### config.mk
export PLATFORM = sky130hd
export DESIGN_NAME = rst_seq_ctrl
export DESIGN_NICKNAME = d
export VERILOG_FILES = /design/src/rtl/rst_seq_pkg.sv /design/src/rtl/rst_seq_delay_cnt.sv /design/src/rtl/rst_seq_ctrl.sv
export SDC_FILE = /design/constraint.sdc
export NUM_CORES = 1
export LEC_CHECK = 0
export CAP_MARGIN = 15
export CORE_MARGIN = 8
export CORE_UTILIZATION = 58
export CTS_BUF_LIST = sky130_fd_sc_hd__clkbuf_8
export CTS_CLUSTER_DIAMETER = 60
export DETAILED_ROUTE_END_ITERATION = 6
export PLACE_DENSITY = 0.81
export SYNTH_ARGS = -nofsm -noshare
export SYNTH_HDL_FRONTEND = slang
export SYNTH_SLANG_ARGS = --single-unit
export TNS_END_PERCENT = 50
### constraint.sdc
create_clock -name clk_i -period 2.7 [get_ports clk_i]
set_input_delay 0.675 -clock clk_i [delete_from_list [all_inputs] [get_ports clk_i]]
set_output_delay 0.675 -clock clk_i [all_outputs]
set_load 0.01 [all_outputs]
### src/rtl/rst_seq_pkg.sv
// rst_seq_pkg: shared types and limits for the reset sequencer.
// Rev 1.0
`default_nettype none

package rst_seq_pkg;

  localparam int MaxDomains = 16;
  localparam int IdxWidth   = $clog2(MaxDomains);

  typedef enum logic [1:0] {
    RELEASE = 2'd0,
    RUN     = 2'd1,
    ASSERT  = 2'd2
  } state_e;

endpackage

`default_nettype wire

### src/rtl/rst_seq_delay_cnt.sv
// rst_seq_delay_cnt: loadable up-counter with clear and terminal-count pulse.
// Rev 1.0
`default_nettype none

module rst_seq_delay_cnt #(
  parameter int DelayCycles = 16,
  parameter int CntWidth    = $clog2(DelayCycles + 1)
) (
  input  logic                clk_i,
  input  logic                rst_ni,
  input  logic                en_i,
  input  logic                clr_i,
  input  logic                load_i,
  input  logic [CntWidth-1:0] load_val_i,
  output logic                tc_o
);

  localparam logic [CntWidth-1:0] TermCnt = CntWidth'(DelayCycles - 1);

  logic [CntWidth-1:0] cnt;

  // Terminal count self-clears the counter, so it never wraps past TermCnt.
  assign tc_o = en_i && !clr_i && !load_i && (cnt == TermCnt);

  always_ff @(posedge clk_i or negedge rst_ni) begin
    if (!rst_ni) begin
      cnt <= '0;
    end else if (clr_i) begin
      cnt <= '0;
    end else if (load_i) begin
      cnt <= load_val_i;
    end else if (en_i) begin
      cnt <= (cnt == TermCnt) ? '0 : cnt + CntWidth'(1);
    end
  end

endmodule

`default_nettype wire

### src/rtl/rst_seq_ctrl.sv
// rst_seq_ctrl: releases reset domains in ascending order, re-sequences on SW request.
// Rev 1.0
`default_nettype none

module rst_seq_ctrl
  import rst_seq_pkg::*;
#(
  parameter int NumDomains  = 4,
  parameter int DelayCycles = 16,
  parameter int CntWidth    = $clog2(DelayCycles + 1)
) (
  input  logic                  clk_i,
  input  logic                  rst_ni,
  input  logic                  test_mode_i,
  input  logic                  sw_rst_req_i,
  output logic                  sw_rst_ack_o,
  output logic [NumDomains-1:0] domain_rst_no,
  output logic                  seq_done_o,
  output logic                  busy_o
);

  if (NumDomains < 1 || NumDomains > MaxDomains) begin : g_bad_num_domains
    $error("rst_seq_ctrl: NumDomains must be in 1..%0d", MaxDomains);
  end
  if (DelayCycles < 1) begin : g_bad_delay
    $error("rst_seq_ctrl: DelayCycles must be >= 1");
  end

  localparam logic [NumDomains-1:0] OneBit  = NumDomains'(1);
  localparam logic [IdxWidth-1:0]   LastIdx = IdxWidth'(NumDomains - 1);

  state_e                state;
  logic [IdxWidth-1:0]   idx;
  logic [NumDomains-1:0] rel_q;
  logic                  ack_pend;
  logic                  tc;
  logic                  cnt_en;
  logic                  cnt_clr;
  logic [IdxWidth-1:0]   idx_m1;
  logic [NumDomains-1:0] idx_bit;
  logic [NumDomains-1:0] idx_m1_bit;
  logic [NumDomains-1:0] last_bit;

  assign idx_m1     = idx - IdxWidth'(1);
  assign idx_bit    = OneBit << idx;
  assign idx_m1_bit = OneBit << idx_m1;
  assign last_bit   = OneBit << LastIdx;

  // Counter idles cleared in RUN so every sequence starts from zero.
  assign cnt_en  = (state != RUN);
  assign cnt_clr = (state == RUN);

  rst_seq_delay_cnt #(
    .DelayCycles (DelayCycles),
    .CntWidth    (CntWidth)
  ) u_delay_cnt (
    .clk_i      (clk_i),
    .rst_ni     (rst_ni),
    .en_i       (cnt_en),
    .clr_i      (cnt_clr),
    .load_i     (1'b0),
    .load_val_i ('0),
    .tc_o       (tc)
  );

  always_ff @(posedge clk_i or negedge rst_ni) begin
    if (!rst_ni) begin
      state        <= RELEASE;
      idx          <= '0;
      rel_q        <= '0;
      ack_pend     <= 1'b0;
      sw_rst_ack_o <= 1'b0;
      seq_done_o   <= 1'b0;
      busy_o       <= 1'b1;
    end else begin
      sw_rst_ack_o <= 1'b0;
      case (state)
        RELEASE: begin
          if (tc) begin
            rel_q <= rel_q | idx_bit;
            if (idx == LastIdx) begin
              state      <= RUN;
              seq_done_o <= 1'b1;
              busy_o     <= 1'b0;
              if (ack_pend) begin
                sw_rst_ack_o <= 1'b1;
                ack_pend     <= 1'b0;
              end
            end else begin
              idx <= idx + IdxWidth'(1);
            end
          end
        end
        RUN: begin
          // A request held across the ack cycle is not seen until the cycle after.
          if (sw_rst_req_i && !sw_rst_ack_o) begin
            state      <= ASSERT;
            idx        <= LastIdx;
            rel_q      <= rel_q & ~last_bit;
            ack_pend   <= 1'b1;
            seq_done_o <= 1'b0;
            busy_o     <= 1'b1;
          end
        end
        ASSERT: begin
          if (tc) begin
            if (idx == '0) begin
              state <= RELEASE;
            end else begin
              idx   <= idx_m1;
              rel_q <= rel_q & ~idx_m1_bit;
            end
          end
        end
        default: begin
          state      <= RELEASE;
          idx        <= '0;
          rel_q      <= '0;
          seq_done_o <= 1'b0;
          busy_o     <= 1'b1;
        end
      endcase
    end
  end

  assign domain_rst_no = test_mode_i ? {NumDomains{rst_ni}} : rel_q;

endmodule

`default_nettype wire

* After elaboration in Yosys (flattened, before gate mapping)
Cells that the tools add are included.
** Word-level totals
- Register bits after elaboration :: 19
- Input bits :: 4
- Output and inout port bits :: 7
- Logic and storage cells :: 80
** Operators by class
- Add/sub/neg operators :: 3
- Equal/unequal tests :: 12
- Shift-type cells :: 2
- Multiplexer cells :: 34
- Bitwise logic cells :: 5
- Reductions and logical operators :: 15
** Operators with widths (count)
- 2-to-1 mux 4 bit :: 10
- case mux 4 bit (3 select lines) :: 2
- AND reduction 4 bit :: 4
- 2-to-1 mux 5 bit :: 3
- != test 2 bit, second input constant :: 7
- 2-to-1 mux 1 bit :: 10
- 2-to-1 mux 2 bit :: 5
- AND reduction 5 bit :: 2
- << shifter 1 x 4 -> 4 bit, first input constant :: 2
- case mux 1 bit (3 select lines) :: 2
- case mux 2 bit (3 select lines) :: 1
- adder 5 x 1 -> 5 bit, second input constant :: 1
- equality test 5 x 4 -> 1 bit, second input constant :: 1
- adder 4 x 1 -> 4 bit, second input constant :: 1
- AND 4 bit :: 1
- equality test 4 x 2 -> 1 bit, second input constant :: 1
- zero test 4 bit :: 1
- NOT 4 bit :: 1
- OR 4 bit :: 1
- nonzero test 2 bit :: 2
- subtractor 4 x 1 -> 4 bit, second input constant :: 1
- logical AND 1 bit :: 3
- equality test 2 x 1 -> 1 bit, second input constant :: 1
- equality test 2 bit, second input constant :: 1
- 5 further kinds :: 7

* Longest topological paths before layout
Gate-level depths: netlist (run 1).
- Depth after elaboration :: 7
- Depth in mapped cells :: 7
- Mapped depth without buffers :: 6

* By module
From an unflattened synthesis (run 1), not the netlist that was laid out.
** Unflattened totals
- Cells, all modules :: 134
- Area total of the unflattened synthesis :: 1182.4 µm²
** By module, submodules not included
- rst_seq_ctrl :: times used 1, cells an instance 100, area each 874.6 µm², sequential area each 351.6 µm²
- rst_seq_delay_cnt :: times used 1, cells an instance 34, area each 307.8 µm², sequential area each 125.1 µm²

* Worst setup path after synthesis (run 1)
OpenSTA, ideal clock, no wires.
- Path type :: in2out
- Start :: input test_mode_i
- End :: output domain_rst_no[0]
- Arrival time :: 957 ps
- Required time :: 2025 ps
- Slack :: 1068 ps
- Cell stages on the path :: 1
- Buffers on the path :: 0
- Path through :: o21ai_0
** On the way
- Cells in the longest elaborated chain, start to end :: 1
** RTL lines
- from (decl) :: RTL line rst_seq_ctrl.sv:14 : input logic test_mode_i,
- 2-to-1 mux 4 bit :: RTL line rst_seq_ctrl.sv:126 : assign domain_rst_no = test_mode_i ? {NumDomains{rst_ni}} : rel_q;
- to (decl) :: RTL line rst_seq_ctrl.sv:17 : output logic [NumDomains-1:0] domain_rst_no,
No other way between the ends.

* Worst setup path after layout (run 1)
- Start :: input test_mode_i
- End :: output domain_rst_no[1]
Same word-level chain as after synthesis.

==> results of run 1 <==
==> per-layer routing <==
layer | track usage [%] | vias to the layer above | wire length (microns)
met4 | 7.14 | 0 | 48
met5 | 0 | - | 0
li1 | - | 436 | -
met3 | 3.18 | 5 | 132
met1 | 17.7 | 437 | 1060
met2 | 22.1 | 23 | 1050
==> layout make-up <==
| type | instances | area share [%] |
|---|---|---|
| Multi-Input combinational cell | 83 | 45.7 |
| Clock inverter | 1 | 0.391 |
| Tap cell | 27 | 2.64 |
| Clock buffer | 3 | 3.23 |
| Inverter | 8 | 2.35 |
| Sequential cell | 19 | 37.3 |
| Timing Repair Buffer | 11 | 8.41 |
==> worst paths after layout <==
| check | cells after the start | slack [ns] | to | startpoint |
|---|---|---|---|---|
| max reg2reg | 6 | 0.85 | idx[2] | idx[0] |
| min in group asynchronous | 2 | 0.78 | idx[1] | rst_ni |
| min reg2reg | 1 | 0.46 | u_delay_cnt.cnt[0] | u_delay_cnt.cnt[0] |
| max | 4 | 0.09 | domain_rst_no[1] | test_mode_i |
| max in group asynchronous | 2 | 1.65 | busy_o | rst_ni |
| min | 1 | 0.46 | u_delay_cnt.cnt[0] | u_delay_cnt.cnt[0] |
==> placed cells by master, fill, tap and decap left out, drive strengths merged, types with 2 or more instances in the layout <==
master,instances
clkbuf,3
nand3,6
dfrtp,18
and2,2
clkdlybuf4s50,10
xnor2,4
inv,8
a31oi,3
nor2b,2
o21ai,13
or2,2
ha,3
nor2,9
nor3,2
nand2,6
nand2b,2
nand4b,2
o31ai,2
a21oi,6
==> sequential cells by signal (all words and copies together), names as in the netlist <==
register	cells
sw_rst_ack_o	1
busy_o	1
u_delay_cnt.cnt	5
ack_pend	1
rel_q	4
seq_done_o	1
idx	4
state	2
==> report_power, final <==
part | internal (mW) | leakage (nW) | switching [mW]
logic | 0.171 | 0.271 | 0.181
registers | 0.342 | 0.232 | 0.0852
clock network | 0.103 | 0.0255 | 0.0980
total | 0.616 | 0.528 | 0.364
==> critical path, cell delays in order <==
cell	delay, ns
clkdlybuf4s50_1	0.52
nand2_1	0.10
o21ai_0	0.08
clkdlybuf4s50_1	0.56
==> cell families (layout without fill, tap and decap cells) <==
kind of cell             Yosys count  count (layout)  share of synthesized area (%)
AND/OR/NAND/NOR                   40              40                           22.0
AO/OA/AOI/OAI                     34              34                           21.1
flip-flops                        19              19                           41.7
buffers and inverters             15              23                           7.22
XOR/XNOR                           5               5                           3.83
adder cells (fa/ha/maj)            3               3                           3.28
multiplexers                       1               1                          0.875
==> cell usage after synthesis, types with 2 or more instances <==
library cell and n:
xnor2_1 4, o21ai_0 13, a31oi_1 3, ha_1 3, nand4b_1 2, and2_1 2, buf_4 2, dfrtp_1 18
inv_1 8, buf_2 2, nor2_1 9, nand3_1 6, a21oi_1 5, buf_6 2, nand2_1 6, nor2b_1 2
nor3_1 2, o31ai_1 2
==> metrics by stage <==
stage	utilization (%)	instance area, sq um
floorplan	-	1140
global placement	64.8	1230
detailed placement	64.8	1230
CTS	67.2	1280
global route	67.2	1280
finish	67.2	1280
==> results.cfg, run 1 <==
[route]
viasPerCell = 5.93
wl_per_cell_microns = 15.0
vias = 901
ant_nets = 0
totalWireLength_mm = 2.29
drc = 0
drt_first_iter_violations = 18
firstDrtPassIters = 4

[finish]
seq_area_sq_um = 477
multi_input_area_sq_um = 584
area_delta_synth_final_pct = 11.8
fill_cells = 158
fin_cells = 152
final_layout_size_suffix_gt1_share_pct = 12.0
fin_nets = 133
antenna_cells = 0

[placement]
dp_slack_ns = 0.0844
routabilityCongestion = 0.835
dp_hpwl_mm = 1.60
port-buffer-count = 10
post-place-cells = 148

[grt]
grt_pass1_wl_mm = 3.90
overflow = 0
grt_pass1_vias = 871
antenna_found_initial = 0
track_usage_pct = 14.1
grt_max_degree = 20

[die]
dieArea_sq_um = 3650
die_x_microns = 60.4
initial_core_util_pct = 60.1
core_area_sq_um = 1900
rows = 16
io_pins = 11
die_h_microns = 60.4

[yosys]
yosysUniqueCellTypes = 44
synth_edf_count = 0
ys_top_cells_by_area = dfrtp_1 (39%), o21ai_0 (5.7%), ha_1 (3.3%)
ys_seq_area_share_pct = 41.7
yosys.area.top_type = dfrtp_1
synthesis.area_sq_um = 1140
yosys_warnings = 0
ys_ff_latch = 19
synth_nets = 124
synth.avg_cell_area_sq_um = 9.77
synth_top_area_share_pct = 39.4
synth_flop_cell = dfrtp_1
syn_inst = 117
async_reset_ff_share_pct = 100

[timing]
fmax_mhz = 383
hold-worst-slack_ns = 0.464
setup_viol = 0
setup_ws_ns = 0.0896
relSlewSlack_pct = 67.1
max_slew.worst_pin.slew_ns = 0.493
rsz0062_at_grt = false
period_needed_ns = 2.61
hold_viol_final = 0
finClkSkew_ns = 0.00326
period_share_pct = 96.7
setup_tns_ns = 0
drv_slew = 0

[clock_network]
clkLatencyLatePin_ns = 0.26
h-tree-depth = 1
post_cts_buffers = 0
hold_buffers = 0
path_clk_slew_ns = 0.07
cts_resized = 0
cts_buffers = 3
cts.sinks = 19
ctsRootBufferMaster = clkbuf_8
cts_tree = built
clockBufferDepth = 2

[setup_path]
crit_fanout = 5
start_kind = input port
end_kind = output port
critical_path_arrival_ns = 1.94
worst_ep_required_time_ns = 2.03
criticalPathCategory = in2out

[run]
drv_cap = 0

[power_and_ir_drop]
powerDensity_nw_per_um2 = 766
peakVddDrop_mv = 0.442
p_leak_nw = 0.528
power.total_uw = 980

[status]
status = complete, no violations

[hold_path]
min_path_type = reg2reg
No activity file was read; power rests on OpenSTA's default activity.
==> inputs of run 2 (changes only) <==
--- a/config.mk
+++ b/config.mk
@@ -7,11 +7,12 @@
 export LEC_CHECK = 0
 export CAP_MARGIN = 15
 export CORE_MARGIN = 8
-export CORE_UTILIZATION = 58
+export CORE_UTILIZATION = 53
 export CTS_BUF_LIST = sky130_fd_sc_hd__clkbuf_8
 export CTS_CLUSTER_DIAMETER = 60
 export DETAILED_ROUTE_END_ITERATION = 6
-export PLACE_DENSITY = 0.81
+export PLACE_DENSITY = 0.78
+export SETUP_SLACK_MARGIN = 0.4
 export SYNTH_ARGS = -nofsm -noshare
 export SYNTH_HDL_FRONTEND = slang
 export SYNTH_SLANG_ARGS = --single-unit
==> constraint.sdc (replaced) <==
create_clock -name clk_i -period 2.2 [get_ports clk_i]
set_input_delay 0.55 -clock clk_i [delete_from_list [all_inputs] [get_ports clk_i]]
set_output_delay 0.55 -clock clk_i [all_outputs]
set_load 0.01 [all_outputs]
==> results.cfg, run 2 (synthesized netlist as in run 1, its figures left out) <==
[finish]
fill_cells = 194
largest_register = u_delay_cnt.cnt
area_delta_synth_final_pct = 12.7
antenna_cells = 0
reg_top3 = u_delay_cnt.cnt x5, idx x4, rel_q x4
final_common_cell = dfrtp_1
largest_reg_flops = 5
final_layout_size_suffix_gt1_share_pct = 20.5
final_cell_mix = dfrtp_1 (17), o21ai_0 (13), nor2_1 (9)
fin_nets = 135

[setup_path]
reg2reg_to = idx[2]
rrSetupSlack_ns = 0.49
end_kind = output port
criticalPathCategory = reg2out
max_stage_delay_ns = 0.54
crit_chain = clkdlybuf4s50_1
critical_path_arrival_ns = 1.17
crit_slowest_cell = clkdlybuf4s50_1
cp_top_family = buffers and inverters
start_kind = register
path_buf_inv = 1
crit_fanout = 2
rr_startpoint = idx[0]
reg2regPathDepth = 6
crit_cells = 1
worst_ep_required_time_ns = 1.65

[grt]
grt_pass1_wl_mm = 4.35
track_usage_pct = 13.5
grt_max_degree = 20
grt_pass1_vias = 991
antenna_found_initial = 0
overflow = 0

[timing]
hold-worst-slack_ns = 0.413
fmax_mhz = 581
period_needed_ns = 1.72
drv_slew = 0
finClkSkew_ns = 0.00198
setup_viol = 0
max_slew.worst_pin.slew_ns = 0.480
relSlewSlack_pct = 68.0
setup_ws_ns = 0.480
hold_viol_final = 0
setup_tns_ns = 0
period_share_pct = 78.2
rsz0062_at_grt = true

[hold_path]
min_path_type = in2async

[clock_network]
h-tree-depth = 1
clockBufferDepth = 2
post_cts_buffers = 0
path_clk_slew_ns = 0.07
cts_tree = built
ctsRootBufferMaster = clkbuf_8
cts_buffers = 3
cts.sinks = 19
hold_buffers = 0
clkLatencyLatePin_ns = 0.27

[placement]
dp_slack_ns = -0.192
port-buffer-count = 10
dp_hpwl_mm = 1.76
routabilityCongestion = 0.897

[power_and_ir_drop]
p_leak_nw = 0.549
powerDensity_nw_per_um2 = 965
peakVddDrop_mv = 0.482
power.total_mw = 1.24

[route]
drc = 0
drt_first_iter_violations = 35
firstDrtPassIters = 4
viasPerCell = 5.83
wl_per_cell_microns = 15.6
ant_nets = 0
vias = 904
totalWireLength_mm = 2.42

[die]
dieArea_sq_um = 3900
die_x_microns = 62.5
rows = 17
initial_core_util_pct = 53.8
io_pins = 11
core_area_sq_um = 2130
die_h_microns = 62.5

[status]
status = complete, no violations

[run]
drv_cap = 0
[run 2: worst reg2reg max path, stage by stage (launching register included)]
cell,delay (ns)
dfrtp_2,0.48
inv_1,0.13
ha_2,0.28
nand4bb_2,0.16
a21oi_4,0.25
o41ai_2,0.11
a22o_1,0.20
[run 2: per-layer routing]
layer  track usage [%]  share of wire [%]
met3              3.94                4.6
met1              14.9                 47
met5                 0                  0
met2              22.8                 47
met4              7.41                2.1
[run 2: worst max path at each step]
stage | start | to | slack (ns)
6_report | sw_rst_ack_o | sw_rst_ack_o | 0.48
5_1_grt | state[1] | rel_q[3] | 0.32
4_1_cts | busy_o | busy_o | 0.30
3_5_place_dp | test_mode_i | domain_rst_no[1] | -0.19
3_3_place_gp | test_mode_i | domain_rst_no[3] | -0.13
2_1_floorplan | idx[0] | idx[2] | 0.59
[run 2: power breakdown]
part	internal (mW)	switching, mW
combinational	0.231	0.251
clock	0.126	0.125
sequential	0.422	0.0884
[run 2: what timing repair did]
| item | in CTS | in global routing |
|---|---|---|
| gates cloned | 0 | 0 |
| gates resized for setup | 19 | 5 |
| pin swaps | 0 | 1 |
| setup endpoints to repair | 7 | 13 |
[run 2: through the flow]
step | area [sq um] | util, % | instances
floorplan | 1140 | - | 117
global placement | 1250 | 58.7 | 151
detailed placement | 1250 | 58.7 | 151
CTS | 1270 | 59.9 | 155
global route | 1290 | 60.6 | 155
finish | 1290 | 60.6 | 155
[run 2: cell type report]
| class | count | area [sq um] | share of cell area, % |
|---|---|---|---|
| Timing Repair Buffer | 13 | 103 | 7.96 |
| Sequential cell | 19 | 478 | 37.1 |
| Inverter | 8 | 30.0 | 2.33 |
| Clock buffer | 3 | 41.3 | 3.20 |
| Tap cell | 28 | 35.0 | 2.72 |
| Multi-Input combinational cell | 83 | 597 | 46.3 |
| Clock inverter | 1 | 5.00 | 0.388 |
